[config.mk]
export PLATFORM = sky130hd
export DESIGN_NAME = mem_access_ctrl
export DESIGN_NICKNAME = d
export VERILOG_FILES = /design/src/rtl/mem_access_ctrl_pkg.sv /design/src/rtl/mem_access_ctrl_lane.sv /design/src/rtl/mem_access_ctrl.sv
export SDC_FILE = /design/constraint.sdc
export NUM_CORES = 1
export LEC_CHECK = 0
export BUFFER_PORTS_ARGS = -buffer_cell sky130_fd_sc_hd__buf_2
export CORE_ASPECT_RATIO = 1.25
export CORE_UTILIZATION = 37
export CTS_CLUSTER_SIZE = 28
export DETAILED_ROUTE_END_ITERATION = 7
export HOLD_SLACK_MARGIN = 0.1
export PLACE_DENSITY_LB_ADDON = 0.05
export SYNTH_ARGS = -nofsm -noshare
export SYNTH_HDL_FRONTEND = slang
export SYNTH_SLANG_ARGS = --single-unit
export TNS_END_PERCENT = 1
[constraint.sdc]
create_clock -name clk -period 4.27 [get_ports clk]
set_clock_uncertainty 0.2 [all_clocks]
set_input_delay 0.427 -clock clk [delete_from_list [all_inputs] [get_ports clk]]
set_output_delay 0.427 -clock clk [all_outputs]
set_load 0.05 [all_outputs]
[src/rtl/mem_access_ctrl_pkg.sv]
// Shared size codes and FSM state encoding for the data-memory access controller.
package mem_access_ctrl_pkg;

  localparam logic [1:0] SZ_BYTE = 2'b00;
  localparam logic [1:0] SZ_HALF = 2'b01;
  localparam logic [1:0] SZ_WORD = 2'b10;
  localparam logic [1:0] SZ_RSVD = 2'b11;

  typedef enum logic [2:0] {
    ST_IDLE  = 3'd0,
    ST_RD    = 3'd1,
    ST_MERGE = 3'd2,
    ST_WR    = 3'd3,
    ST_DONE  = 3'd4,
    ST_ERR   = 3'd5
  } state_t;

endpackage

[src/rtl/mem_access_ctrl_lane.sv]
// Combinational lane extract (sign/zero extended) and byte/half lane insert,
// shared by the load and read-modify-write store paths.
module mem_access_ctrl_lane
  import mem_access_ctrl_pkg::*;
(
  input  logic [1:0]  size,
  input  logic        sign_ext,
  input  logic [1:0]  byte_off,
  input  logic [31:0] word,
  input  logic [15:0] wdata,
  output logic [31:0] load_val,
  output logic [31:0] merged
);

  logic [7:0]  lane_b;
  logic [15:0] lane_h;

  always_comb begin
    lane_b   = word[{byte_off, 3'b000} +: 8];
    lane_h   = byte_off[1] ? word[31:16] : word[15:0];
    load_val = word;
    merged   = word;
    if (size == SZ_BYTE) begin
      load_val = {{24{sign_ext & lane_b[7]}}, lane_b};
      merged[{byte_off, 3'b000} +: 8] = wdata[7:0];
    end else if (size == SZ_HALF) begin
      load_val = {{16{sign_ext & lane_h[15]}}, lane_h};
      if (byte_off[1]) merged[31:16] = wdata;
      else             merged[15:0]  = wdata;
    end
  end

endmodule

[src/rtl/mem_access_ctrl.sv]
// Load/store initiator for the 4 KB word-addressed data memory; sub-word
// stores are done by read-modify-write, bad accesses abort with addr_err.
//
// state | meaning
// IDLE  | waiting for req; inputs latched and checked on acceptance
// RD    | load: read word, extract lane into rdata
// MERGE | sub-word store: read word, insert lane into dm_din
// WR    | dm_we asserted for this single cycle
// DONE  | done pulse
// ERR   | done + addr_err pulse, memory untouched
module mem_access_ctrl
  import mem_access_ctrl_pkg::*;
#(
  parameter logic [31:0] ADDR_LIMIT = 32'h0000_1000
) (
  input  logic        clk,
  input  logic        rst,
  input  logic        req,
  input  logic        wr,
  input  logic [1:0]  size,
  input  logic        sign_ext,
  input  logic [31:0] addr,
  input  logic [31:0] wdata,
  output logic        busy,
  output logic        done,
  output logic        addr_err,
  output logic [31:0] rdata,
  output logic [9:0]  dm_addr,
  output logic [31:0] dm_din,
  output logic        dm_we,
  input  logic [31:0] dm_dout
);

  state_t      state;
  logic [1:0]  size_q;
  logic        sign_q;
  logic [1:0]  off_q;
  logic [15:0] wdata_q;
  logic        acc_err;
  logic [31:0] load_val;
  logic [31:0] merged;

  always_comb begin
    acc_err = (size == SZ_RSVD) ||
              (size == SZ_HALF && addr[0]) ||
              (size == SZ_WORD && addr[1:0] != 2'b00) ||
              (addr >= ADDR_LIMIT);
  end

  mem_access_ctrl_lane u_lane (
    .size     (size_q),
    .sign_ext (sign_q),
    .byte_off (off_q),
    .word     (dm_dout),
    .wdata    (wdata_q),
    .load_val (load_val),
    .merged   (merged)
  );

  // Decoded from state so an async reset during WR kills the write at once.
  assign dm_we = (state == ST_WR);

  always_ff @(posedge clk or posedge rst) begin
    if (rst) begin
      state    <= ST_IDLE;
      busy     <= 1'b0;
      done     <= 1'b0;
      addr_err <= 1'b0;
      rdata    <= '0;
      dm_din   <= '0;
      dm_addr  <= '0;
      size_q   <= SZ_BYTE;
      sign_q   <= 1'b0;
      off_q    <= '0;
      wdata_q  <= '0;
    end else begin
      done     <= 1'b0;
      addr_err <= 1'b0;
      case (state)
        ST_IDLE: begin
          if (req) begin
            busy    <= 1'b1;
            size_q  <= size;
            sign_q  <= sign_ext;
            off_q   <= addr[1:0];
            wdata_q <= wdata[15:0];
            if (acc_err) begin
              state    <= ST_ERR;
              done     <= 1'b1;
              addr_err <= 1'b1;
            end else begin
              dm_addr <= addr[11:2];
              if (!wr) begin
                state <= ST_RD;
              end else if (size == SZ_WORD) begin
                dm_din <= wdata;
                state  <= ST_WR;
              end else begin
                state <= ST_MERGE;
              end
            end
          end
        end
        ST_RD: begin
          rdata <= load_val;
          done  <= 1'b1;
          state <= ST_DONE;
        end
        ST_MERGE: begin
          dm_din <= merged;
          state  <= ST_WR;
        end
        ST_WR: begin
          done  <= 1'b1;
          state <= ST_DONE;
        end
        default: begin
          busy  <= 1'b0;
          state <= ST_IDLE;
        end
      endcase
    end
  end

endmodule

==> reports/qor.log, run 1 <==
INFO  setup_path     critPathArrivalTime=3.00ns
INFO  global_routing first_global_vias=4735
INFO  routing        dr_total_vias=4699
INFO  global_routing globalRoute.totalOverflow=0
INFO  pwr            intPower=1.95mW
INFO  cells_and_area area_delta_synth_final=27.9%
INFO  pwr            leakage=3.27nW
INFO  cts            cells_resized_by_post_cts_repair=0
INFO  sta            setup_violations=0
INFO  setup_path     r2r-start=off_q[0]
INFO  global_routing grt_max_degree=47
INFO  setup_path     worstRegToRegCells=6
INFO  setup_path     critical_path.reg2reg.endpoint=dm_din[4]
INFO  setup_path     critical_path.startpoint_type=flip-flop
INFO  synth          synth.largest_area_cell=dfrtp_1
INFO  flow_run       drv.max_cap_violation_count=0
INFO  global_routing gr-usage-all-layers=24.2%
INFO  cells_and_area antennaDiodeCount=0
INFO  placement      gp_congestion=0.890
INFO  cts            cts.root.buffer_cell=clkbuf_16
INFO  synth          synth_most_common_cell=nand2_1
INFO  die            initial_core_util=38.2%
INFO  pwr            power.total=3.56mW
INFO  setup_path     timing_worst_setup_path_type=flip-flop to flip-flop
INFO  synth          synth_warnings=0
INFO  die            fp.dieW=107um
INFO  sta            min_period_over_period=68.1%
INFO  sta            setup-tns-final=0ns
INFO  synth          postSynthAreaPerCell=10.0um2
INFO  sta            maximum_clock_rate=344MHz
INFO  synth          commonest_register_cell_after_synthesis=dfrtp_1
INFO  sta            timing.max_slew.rel_slack=30.5%
INFO  sta            final_max_slew_viol_count=0
INFO  synth          synth-edff-count=0
INFO  die            io_pins=181
INFO  cts            cts_inserted_buffers=9
INFO  setup_path     r2r_setup_slack=1.36ns
INFO  synth          synth_cell_types=48
INFO  pwr            worst_ir_drop_vdd=0.000437V
INFO  sta            min_period=2.91ns
INFO  sta            finalHoldViolations=0
INFO  cts            clkSinkCount=101
INFO  sta            rsz0062_at_grt=false
INFO  die            floorplan.die_area=0.0142mm2
INFO  setup_path     path_max_fanout=14
INFO  pwr            clock_power_share=21.9%
INFO  setup_path     required_time_reported_for_the_critical_path_endpoint=4.36ns
INFO  routing        first_pass_iters=4
INFO  die            dieHeight=133um
INFO  setup_path     endpoint=dm_din[4]
INFO  placement      buffer_ports.inserted=180
INFO  synth          synthDominantCellAreaShare=49.8%
INFO  synth          synth.cells.most_frequent=152 x nand2_1, 101 x dfrtp_1, 42 x a21oi_1
INFO  placement      detailed_place_hpwl=12.3mm
INFO  pwr            seq_power_share=38.8%
INFO  pwr            combPwrFrac=39.3%
INFO  synth          netlist_instances=506
INFO  cts            clk_latency=0.35ns
INFO  die            rows=47
INFO  pwr            swShare=45.2%
INFO  synth          ys_seq_elements=101
INFO  synth          cell_types_occupying_the_most_area_after_synthesis=dfrtp_1 50%, nand2_1 11%, o221a_2 6.7%
INFO  synth          seq_area_frac_synth=49.8%
INFO  pwr            power_density_relative_to_cell_area=547mW/mm2
INFO  sta            worst-slew-pin-transition=1.04ns
INFO  cells_and_area layout-drive-gt1-share=37.2%
INFO  routing        drt_wl_total=16.6mm
INFO  synth          mappedNetlistNets=614
INFO  cts            clkTransAtPathRegs=0.07ns
INFO  cts            clk_path_buf_depth=2
INFO  routing        drt.antenna.violating_nets=0
INFO  pwr            power.net_switching=1.61mW
INFO  min_path       min_path_type=primary input to flip-flop
INFO  global_routing grt_first_pass_wirelength=26.3mm
INFO  run_status     outcome=finished clean
INFO  cells_and_area nNetsFinal=792
INFO  die            core_area=0.0133mm2
INFO  routing        post_drt_wl_per_cell=19.3um
INFO  routing        first_iter_violations=306
INFO  synth          syn-cell-area=0.00508mm2
INFO  setup_path     critPathLaunch=off_q[0]
INFO  synth          postSynth.asyncResetShare=100%
INFO  cts            cts_tree=yes
INFO  routing        post_drt_via_cell_ratio=5.46
INFO  setup_path     timing.critical_path.to_type=flip-flop
INFO  global_routing antenna_violations_before_repair=0
INFO  routing        drc=0
INFO  cells_and_area num-fill-cells=1323
INFO  cts            h-tree-depth=3
-- timing repair --
item / in CTS / in global routing
hold endpoints to repair: 35 / 0
hold buffers: 16 / 0
buffers inserted: 0 / 0
-- power by group through the flow --
| stage | Clock, mW | Sequential (mW) | Combinational, mW |
|---|---|---|---|
| 2_1_floorplan | 0 | 1.87 | 0.497 |
| 3_3_place_gp | 0 | 1.39 | 1.38 |
| 3_5_place_dp | 0 | 1.39 | 1.39 |
| 4_1_cts | 0.795 | 1.38 | 1.40 |
| 5_1_grt | 0.831 | 1.41 | 1.50 |
| 6_report | 0.778 | 1.38 | 1.40 |
-- stage by stage --
step	area, um2	cells	setup slack, ns	utilization (%)	hold slack, ns
final	6500	860	1.36	48.9	0.108
after global routing	6500	860	1.12	48.9	0.107
after CTS	6500	860	1.35	48.9	0.101
after detailed placement	6070	828	1.28	45.6	0.209
after global placement	6070	828	1.37	45.6	0.202
after floorplan	5080	506	0.996	-	0.259
-- cells by family (layout without fill, tap and decap cells) --
kind of cell / count (synthesis) / count (layout) / synth area share, %
simple gates: 206 / 206 / 18.0
compound gates: 136 / 136 / 21.4
buf+inv: 39 / 222 / 3.57
fa+ha+maj: 5 / 5 / 1.23
mux: 19 / 19 / 5.96
flops: 101 / 101 / 49.8
-- layout make-up --
cell class,instances,area [um2],share of cell area [%]
clock inverters,5,37.5,0.578
clock buffers,11,233,3.58
well taps,171,214,3.29
inverters,6,25.0,0.385
flip-flops and latches,101,2530,38.9
multi-input cells,366,2370,36.5
repair buffers,200,1090,16.8
-- worst max-delay path, stage by stage, from the launching register on --
cell	delay, ns
dfrtp_1	0.76
inv_1	0.24
ha_1	0.40
or4b_1	0.49
o22ai_2	0.34
a221o_1	0.24
o221a_2	0.17
-- worst min path at each step --
stage | depth (start not counted) | endpoint | slack (ns) | startpoint
6_report | 2 | dm_addr[0] | 0.11 | addr[2]
4_1_cts | 2 | dm_addr[0] | 0.10 | addr[2]
3_3_place_gp | 2 | dm_addr[6] | 0.20 | rst
3_5_place_dp | 2 | dm_addr[6] | 0.21 | rst
5_1_grt | 2 | dm_addr[4] | 0.11 | addr[6]
2_1_floorplan | 2 | sign_q | 0.26 | sign_q
-- cells in the final DEF, fill, tap and decap left out, drive strengths merged, types with 6 or more instances in the layout --
master,n
o21ai,11
mux2,10
dlygate4sd3,16
clkbuf,11
a221o,16
inv,6
nand2,152
dfrtp,101
buf,184
o221a,32
a221oi,16
a21oi,42
mux4,8
nor2,24
o22a,8
-- per-layer routing --
metal	routed length (um)	up-vias	track usage, %	part of all wire (%)
met5	0	-	0	0
met4	632	0	11.3	3.8
met3	1180	32	4.88	7.1
met2	8000	210	38.4	48
met1	6790	2258	31.7	41
li1	-	2199	-	-
-- sequential cells by signal, indices dropped and copies added, names as in the netlist --
register,cells
off_q,2
sign_q,1
state,3
busy,1
addr_err,1
dm_din,32
done,1
wdata_q,16
rdata,32
dm_addr,10
size_q,2
Note: power is estimated with default switching activity, not from simulation.
==> inputs of run 2 (changes only) <==
--- a/config.mk
+++ b/config.mk
@@ -5,6 +5,7 @@
 export SDC_FILE = /design/constraint.sdc
 export NUM_CORES = 1
 export LEC_CHECK = 0
+export ABC_AREA = 1
 export BUFFER_PORTS_ARGS = -buffer_cell sky130_fd_sc_hd__buf_2
 export CORE_ASPECT_RATIO = 1.25
 export CORE_UTILIZATION = 37
==> constraint.sdc (replaced) <==
create_clock -name clk -period 2.9 [get_ports clk]
set_clock_uncertainty 0.2 [all_clocks]
set_input_delay 0.29 -clock clk [delete_from_list [all_inputs] [get_ports clk]]
set_output_delay 0.29 -clock clk [all_outputs]
set_load 0.05 [all_outputs]
==> run 2 against run 1 <==
Fmax is 20% higher. Critical path depth grew 1. Critical path type unchanged. Area after synthesis grew 27%. Clock-buffer cell count fell by 2. Cell area up 27%. Combinational power rose to 3.7 times the previous value. Largest cell class is now multi-input combinational cells. Power increased to 2.5 times the previous value. Final cell count up 62%.
==> reports/qor.log, run 2 <==
INFO  synth          synth_warnings=0 [unchanged]
INFO  sta            min_period=2.43ns [-0.482 ns]
INFO  cts            clkTransAtPathRegs=0.08ns [about the same]
INFO  pwr            leakage=4.48nW [+37%]
INFO  setup_path     crit_path_max_incr_delay=0.51ns [-0.25 ns]
INFO  cts            clk_latency=0.36ns [about the same]
INFO  setup_path     path_max_fanout=23 [+9]
INFO  routing        first_iter_violations=487 [+59%]
INFO  synth          synth-edff-count=0 [unchanged]
INFO  sta            setup_violations=0 [unchanged]
INFO  synth          synth.cells.most_frequent=379 x nand2_1, 138 x nand3_1, 101 x dfrtp_1
INFO  pwr            swShare=55.6% [+10 points]
INFO  cts            cts_tree=yes
INFO  cells_and_area layout_top_registers=dm_din: 32 flops, rdata: 32 flops, wdata_q: 16 flops
INFO  synth          synthMuxAreaShare=0% [-6.0 points]
INFO  cts            cts.root.buffer_cell=clkbuf_16
INFO  sta            finalHoldViolations=0 [unchanged]
INFO  routing        drc=0 [unchanged]
INFO  synth          mappedNetlistNets=1082 [+76%]
INFO  synth          synthesized_area_fraction_occupied_by_ao_oa_aoi_and_oai_cells=11.7% [-9.7 points]
INFO  synth          yosys.area_share.adder=0.971% [-0.26 points]
INFO  setup_path     timing_worst_setup_path_type=flip-flop to flip-flop
INFO  pwr            power.net_switching=5.00mW [+210%]
INFO  cells_and_area fin_cells=1395 [+62%]
INFO  synth          netlist_instances=974 [+92%]
INFO  placement      buffer_ports.inserted=180 [unchanged]
INFO  synth          synth.largest_area_cell=dfrtp_1
INFO  synth          synth_cell_types=26 [-46%]
INFO  global_routing globalRoute.totalOverflow=0 [unchanged]
INFO  global_routing antenna_violations_before_repair=0 [unchanged]
INFO  die            dieHeight=150um [+12%]
INFO  cells_and_area area_delta_synth_final=28.0% [about the same]
INFO  synth          postSynthAreaPerCell=6.61um2 [-34%]
INFO  synth          ys_seq_elements=101 [unchanged]
INFO  setup_path     critPathArrivalTime=2.51ns [-0.49 ns]
INFO  setup_path     critical_path.startpoint_type=flip-flop
INFO  synth          synthXorXnorAreaFrac=0% [unchanged]
INFO  sta            min_period_over_period=83.7% [+16 points]
INFO  sta            whs=0.135ns [+0.0269 ns]
INFO  pwr            combPwrFrac=57.4% [+18 points]
INFO  setup_path     path_buf_inv=2 [+1]
INFO  die            io_pins=181 [unchanged]
INFO  cells_and_area antennaDiodeCount=0 [unchanged]
INFO  sta            setup-tns-final=0ns [unchanged]
INFO  pwr            power_density_relative_to_cell_area=1090mW/mm2 [+99%]
INFO  pwr            clock_power_share=14.7% [-7.2 points]
INFO  synth          postSynth.asyncResetShare=100% [unchanged]
INFO  setup_path     timing.critical_path.slowest_stage_cell=dfrtp_1
INFO  routing        post_drt_via_cell_ratio=5.12 [-6.2%]
INFO  placement      placed_cells=1329 [+61%]
INFO  routing        post_drt_wl_per_cell=16.7um [-13%]
INFO  cells_and_area mostFrequentLayoutCells=379 x nand2_1, 180 x buf_2, 138 x nand3_1
INFO  synth          cell_types_occupying_the_most_area_after_synthesis=dfrtp_1 39%, nand2_1 22%, nand3_1 11%
INFO  synth          commonest_register_cell_after_synthesis=dfrtp_1
INFO  sta            maximum_clock_rate=412MHz [+20%]
INFO  die            core_area=0.0169mm2 [+27%]
INFO  routing        drt_wl_total=23.3mm [+41%]
INFO  synth          synth_top_family_by_area=simple AND/OR/NAND/NOR gates
INFO  pwr            power.total=8.98mW [+150%]
INFO  pwr            worst_ir_drop_vdd=0.000571V [+31%]
INFO  cts            clkSinkCount=101 [unchanged]
INFO  cts            clk_path_buf_depth=2 [unchanged]
INFO  cells_and_area most_common_cell_after_layout_fill_and_taps_aside=nand2_1
INFO  min_path       min_path_type=primary input to flip-flop
INFO  die            floorplan.die_area=0.0179mm2 [+26%]
INFO  cts            postCtsHoldBufs=50 [+34]
INFO  placement      detailed_place_hpwl=16.7mm [+36%]
INFO  synth          synth_most_common_cell=nand2_1
INFO  sta            worst-slew-pin-transition=0.726ns [-0.314 ns]
INFO  die            rows=53 [+13%]
INFO  cts            h-tree-depth=3 [unchanged]
INFO  routing        first_pass_iters=5 [+1]
INFO  setup_path     critPathTopFamily=simple AND/OR/NAND/NOR gates
INFO  global_routing grt_max_degree=102 [+120%]
INFO  sta            timing.max_slew.rel_slack=51.5% [+21 points]
INFO  synth          synth_simple_gate_area_share=39.4% [+21 points]
INFO  run_status     outcome=finished clean
INFO  die            fp.dieW=120um [+12%]
INFO  routing        dr_total_vias=7146 [+52%]
INFO  setup_path     timing.critical_path.to_type=flip-flop
INFO  global_routing gr-usage-all-layers=26.6% [+2.3 points]
INFO  synth          syn-cell-area=0.00644mm2 [+27%]
INFO  cells_and_area layout-drive-gt1-share=19.5% [-18 points]
INFO  flow_run       drv.max_cap_violation_count=0 [unchanged]
INFO  die            initial_core_util=38.1% [-0.12 points]
INFO  cells_and_area nNetsFinal=1278 [+61%]
INFO  pwr            intPower=3.99mW [+100%]
INFO  placement      gp_congestion=0.909 [+2.1%]
INFO  synth          synthDominantCellAreaShare=39.2% [-11 points]
INFO  synth          seq_area_frac_synth=39.2% [-11 points]
INFO  global_routing grt_first_pass_wirelength=36.6mm [+39%]
INFO  setup_path     crit_path_cell_trace=inv_4, nand2_4, inv_2, nand3_2, nor2_4, nor2_2, a2bb2oi_1
INFO  cts            cts_inserted_buffers=9 [unchanged]
INFO  pwr            seq_power_share=27.9% [-11 points]
INFO  global_routing first_global_vias=6697 [+41%]
INFO  sta            rsz0062_at_grt=false
INFO  cts            post_cts_setup_repair_bufs=0 [unchanged]
INFO  cts            cells_resized_by_post_cts_repair=0 [unchanged]
INFO  setup_path     required_time_reported_for_the_critical_path_endpoint=2.99ns [-1.37 ns]
INFO  routing        drt.antenna.violating_nets=0 [unchanged]
INFO  cells_and_area postLayoutCoreUtil=48.7% [-0.15 points]
INFO  sta            final_max_slew_viol_count=0 [unchanged]
[run 2: changes by cell type after synthesis, moves of 24 or more]
cell,change
inv_1,+52
nor2_1,+40
buf_2,+24
nand2_1,+227
o221a_2,-30
nand3_1,+137
o21ai_0,+54
[run 2: cell families after synthesis]
family / Yosys count
AOI/OAI and AO/OA: 141
adders and majority gates: 5
buffers and inverters: 122
DFF: 101
and+or+nand+nor: 605
[run 2: power groups by stage]
stage	clock [mW]	sequential [mW]	combinational [mW]
after detailed placement	0	2.52	5.11
final	1.32	2.50	5.16
after global placement	0	2.53	5.08
after floorplan	0	3.83	2.54
after CTS	1.35	2.50	5.17
after global routing	1.40	2.57	5.64
[run 2: final timing paths]
path / startpoint / to / slack (ns) / cells past startpoint
worst max-delay path: size_q[1] / rdata[11] / 0.47 / 7
worst min-delay path: dm_dout[6] / rdata[6] / 0.13 / 3
worst max register to register: size_q[1] / rdata[11] / 0.47 / 7
worst min register to register: dm_din[23] / dm_din[23] / 0.27 / 2
max in group asynchronous: rst / dm_din[17] / 1.61 / 4
min in group asynchronous: rst / dm_din[19] / 0.37 / 4
[run 2: final cells by class]
class	instances	area (um2)
well taps	220	275
clock inverters	7	91.3
multi-input cells	751	3360
inverters	63	243
fillers	1856	8670
clock buffers	9	225
repair buffers	244	1520
flip-flops and latches	101	2530
[run 2: per-layer routing]
layer  vias up  GRT usage [%]  routed length [um]
li1       3543              -                   -
met1      3325           35.5               10200
met2       247           43.8               11300
met3        31           3.89                1390
met4         0           8.94                 468
met5         -              0                   0
[run 2: tightest hold or removal path, delay by kind of cell]
family,cells,cell delay [ns]
AO/OA/AOI/OAI,2,0.22
buffers and inverters,1,0.14
[run 2: per-stage QoR]
stage / worst slack, ns / cell area, um2
after floorplan: 0.727 / 6440
after global placement: 0.488 / 7420
after detailed placement: 0.482 / 7420
after CTS: 0.481 / 8240
after global routing: 0.266 / 8240
final: 0.473 / 8240
==> inputs of run 3 (changes only) <==
==> constraint.sdc (replaced) <==
create_clock -name clk -period 2.3 [get_ports clk]
set_clock_uncertainty 0.2 [all_clocks]
set_input_delay 0.23 -clock clk [delete_from_list [all_inputs] [get_ports clk]]
set_output_delay 0.23 -clock clk [all_outputs]
set_load 0.05 [all_outputs]
==> run 3 against run 2 <==
First-iteration DRC count shrank 18%. Sequential share of layout area shrank 0.87 points. Via count rose by 0.80%. Register-to-register slack got worse by 0.27 ns. Fmax up 16%. Setup slack worse by 0.27 ns. Combinational power grew 32%. Highest routed layer unchanged.
==> reports/qor.log, run 3 (synthesis results as in run 2) <==
INFO  cells_and_area layout-drive-gt1-share=20.9% [+1.4 points]
INFO  placement      dpl_cell_area=0.00762mm2 [+2.6%]
INFO  sta            timing.max_slew.rel_slack=59.0% [+7.5 points]
INFO  cts            h-tree-depth=3 [unchanged]
INFO  cts            clk_latency=0.36ns [about the same]
INFO  routing        drt.antenna.violating_nets=0 [unchanged]
INFO  global_routing first_global_vias=6697 [unchanged]
INFO  die            dieHeight=150um [unchanged]
INFO  cts            clkSinkCount=101 [unchanged]
INFO  pwr            swShare=54.4% [-1.2 points]
INFO  placement      buffer_ports.inserted=180 [unchanged]
INFO  global_routing gr-usage-all-layers=26.3% [-0.21 points]
INFO  pwr            worst_ir_drop_vdd=0.000687V [+20%]
INFO  placement      gp_congestion=0.894 [-1.6%]
INFO  cells_and_area layout_top_registers=dm_din: 32 flops, rdata: 32 flops, wdata_q: 16 flops
INFO  min_path       holdCritStartpoint=dm_dout[4]
INFO  min_path       min_path_type=primary input to flip-flop
INFO  pwr            intPower=5.28mW [+33%]
INFO  die            io_pins=181 [unchanged]
INFO  setup_path     timing_worst_setup_path_type=flip-flop to flip-flop
INFO  pwr            power_density_relative_to_cell_area=1370mW/mm2 [+25%]
INFO  flow_run       drv.max_cap_violation_count=0 [unchanged]
INFO  cts            clkTransAtPathRegs=0.08ns [about the same]
INFO  sta            min_period=2.10ns [-0.328 ns]
INFO  setup_path     timing.critical_path.slowest_stage_cell=dfrtp_1
INFO  cells_and_area antennaDiodeCount=0 [unchanged]
INFO  sta            rsz0062_at_grt=false
INFO  setup_path     path_max_fanout=25 [+8.7%]
INFO  die            initial_core_util=38.1% [unchanged]
INFO  min_path       hold_path_depth=3 [unchanged]
INFO  routing        first_iter_violations=397 [-18%]
INFO  die            floorplan.die_area=0.0179mm2 [unchanged]
INFO  pwr            clock_power_share=14.1% [-0.6 points]
INFO  routing        dr_total_vias=7203 [+0.80%]
INFO  pwr            power.total=11.6mW [+29%]
INFO  setup_path     crit_path_cell_trace=inv_4, nand2_4, buf_4, a21oi_1, nand2_1, nand3_1, nand2_1, nand3_1, nand2_1
INFO  cells_and_area postLayoutCoreUtil=50.2% [+1.4 points]
INFO  global_routing globalRoute.totalOverflow=0 [unchanged]
INFO  cts            clk_path_buf_depth=2 [unchanged]
INFO  pwr            seq_power_share=27.1% [-0.8 points]
INFO  routing        first_pass_iters=6 [+1]
INFO  setup_path     critical_path.reg2reg.endpoint=dm_din[9]
INFO  routing        post_drt_wl_per_cell=16.3um [-2.7%]
INFO  cts            cts_tree=yes
INFO  sta            whs=0.119ns [-0.0156 ns]
INFO  global_routing antenna_violations_before_repair=0 [unchanged]
INFO  setup_path     path_buf_inv=2 [unchanged]
INFO  sta            finalHoldViolations=0 [unchanged]
INFO  setup_path     timing.critical_path.to_type=flip-flop
INFO  cts            cts.root.buffer_cell=clkbuf_16
INFO  setup_path     r2r-start=size_q[1]
INFO  cells_and_area area_delta_synth_final=31.7%
INFO  cts            cts_inserted_buffers=9 [unchanged]
INFO  setup_path     crit_path_max_incr_delay=0.53ns [+0.02 ns]
INFO  setup_path     critical_path.startpoint_type=flip-flop
INFO  pwr            combPwrFrac=58.8% [+1.4 points]
INFO  setup_path     critPathArrivalTime=2.20ns [-0.31 ns]
INFO  min_path       whs_endpoint=rdata[4]
INFO  pwr            power.net_switching=6.30mW [+26%]
INFO  sta            final_max_slew_viol_count=0 [unchanged]
INFO  die            fp.dieW=120um [unchanged]
INFO  setup_path     r2r_setup_slack=0.20ns [-0.27 ns]
INFO  cells_and_area nNetsFinal=1304 [+2.0%]
INFO  die            rows=53 [unchanged]
INFO  setup_path     critical_path.most_common_cell=nand2_1
INFO  cells_and_area mostFrequentLayoutCells=379 x nand2_1, 180 x buf_2, 138 x nand3_1
INFO  sta            setup_violations=0 [unchanged]
INFO  global_routing grt_first_pass_wirelength=36.4mm [-0.51%]
INFO  routing        post_drt_via_cell_ratio=5.07 [-1.0%]
INFO  pwr            leakage=4.62nW [+3.2%]
INFO  setup_path     required_time_reported_for_the_critical_path_endpoint=2.40ns [-0.59 ns]
INFO  cells_and_area post-route-cell-area=0.00848mm2 [+2.9%]
INFO  sta            setup-tns-final=0ns [unchanged]
INFO  run_status     outcome=finished clean
INFO  placement      detailed_place_hpwl=17.0mm [+1.7%]
INFO  setup_path     worstRegToRegCells=9 [+2]
INFO  setup_path     critPathTopFamily=simple AND/OR/NAND/NOR gates
INFO  global_routing grt_max_degree=102 [unchanged]
INFO  sta            worst-slew-pin-transition=0.615ns [-0.111 ns]
INFO  sta            min_period_over_period=91.2% [+7.6 points]
INFO  die            core_area=0.0169mm2 [unchanged]
INFO  sta            maximum_clock_rate=477MHz [+16%]
INFO  routing        drt_wl_total=23.1mm [-0.92%]
INFO  routing        drc=0 [unchanged]
INFO  cells_and_area most_common_cell_after_layout_fill_and_taps_aside=nand2_1
INFO  cts            post_cts_setup_repair_bufs=0 [unchanged]
## run 3: cell count changes in the layout (fill, tap and decap cells not counted)
| cell | before | now |
|---|---|---|
| dlygate4sd3_1 | 50 | 55 |
| clkinv_8 | 1 | 0 |
| clkinv_4 | 1 | 0 |
| buf_4 | 13 | 31 |
| nor2_1 | 61 | 60 |
| clkinvlp_4 | 2 | 1 |
| nor2_2 | 5 | 6 |
| inv_6 | 2 | 5 |
| buf_12 | 1 | 4 |
## run 3: area by class of cell
class / instances / area [um2]
fillers: 1803 / 8430
multi-input cells: 751 / 3360
flip-flops and latches: 101 / 2530
repair buffers: 270 / 1760
well taps: 220 / 275
inverters: 63 / 243
clock buffers: 9 / 225
clock inverters: 7 / 85.1
## run 3: how the worst max path moves through the flow
stage	cells after the start	start	to	slack, ns
after floorplan	11	off_q[0]	dm_din[16]	0.13
after global placement	7	size_q[1]	rdata[14]	0.25
after detailed placement	7	size_q[1]	rdata[13]	0.16
after CTS	9	off_q[0]	dm_din[21]	0.16
after global routing	7	size_q[1]	rdata[13]	0.02
final	9	size_q[1]	dm_din[9]	0.20
## run 3: worst min-delay path, stage by stage
cell,delay (ns)
buf_2,0.16
a211oi_1,0.09
o21ai_0,0.16
## run 3: through the flow
step | instances | worst slack [ns]
after floorplan | 974 | 0.127
after global placement | 1350 | 0.251
after detailed placement | 1350 | 0.160
after CTS | 1421 | 0.161
after global routing | 1421 | 0.0223
final | 1421 | 0.201
## run 3: timing repair
action / in CTS / in global routing
hold buffers: 55 / 0
hold endpoints to repair: 174 / 0
endpoints found under the setup margin: 0 / 6
resized for setup: 0 / 1
## run 3: routing by layer
layer | GRT usage (%) | vias to the layer above | part of all wire [%]
met4 | 11.6 | 0 | 3.3
met3 | 2.93 | 42 | 5.4
met1 | 35.5 | 3315 | 44
met2 | 42.6 | 248 | 47
li1 | - | 3598 | -
met5 | 0 | - | 0
## run 3: power groups by stage
stage               registers (mW)  logic, mW  clock network [mW]
floorplan                     4.84       3.21                   0
global placement              3.15       6.72                   0
detailed placement            3.15       6.75                   0
CTS                           3.13       6.84                1.67
global route                  3.20       7.48                1.73
finish                        3.14       6.82                1.63
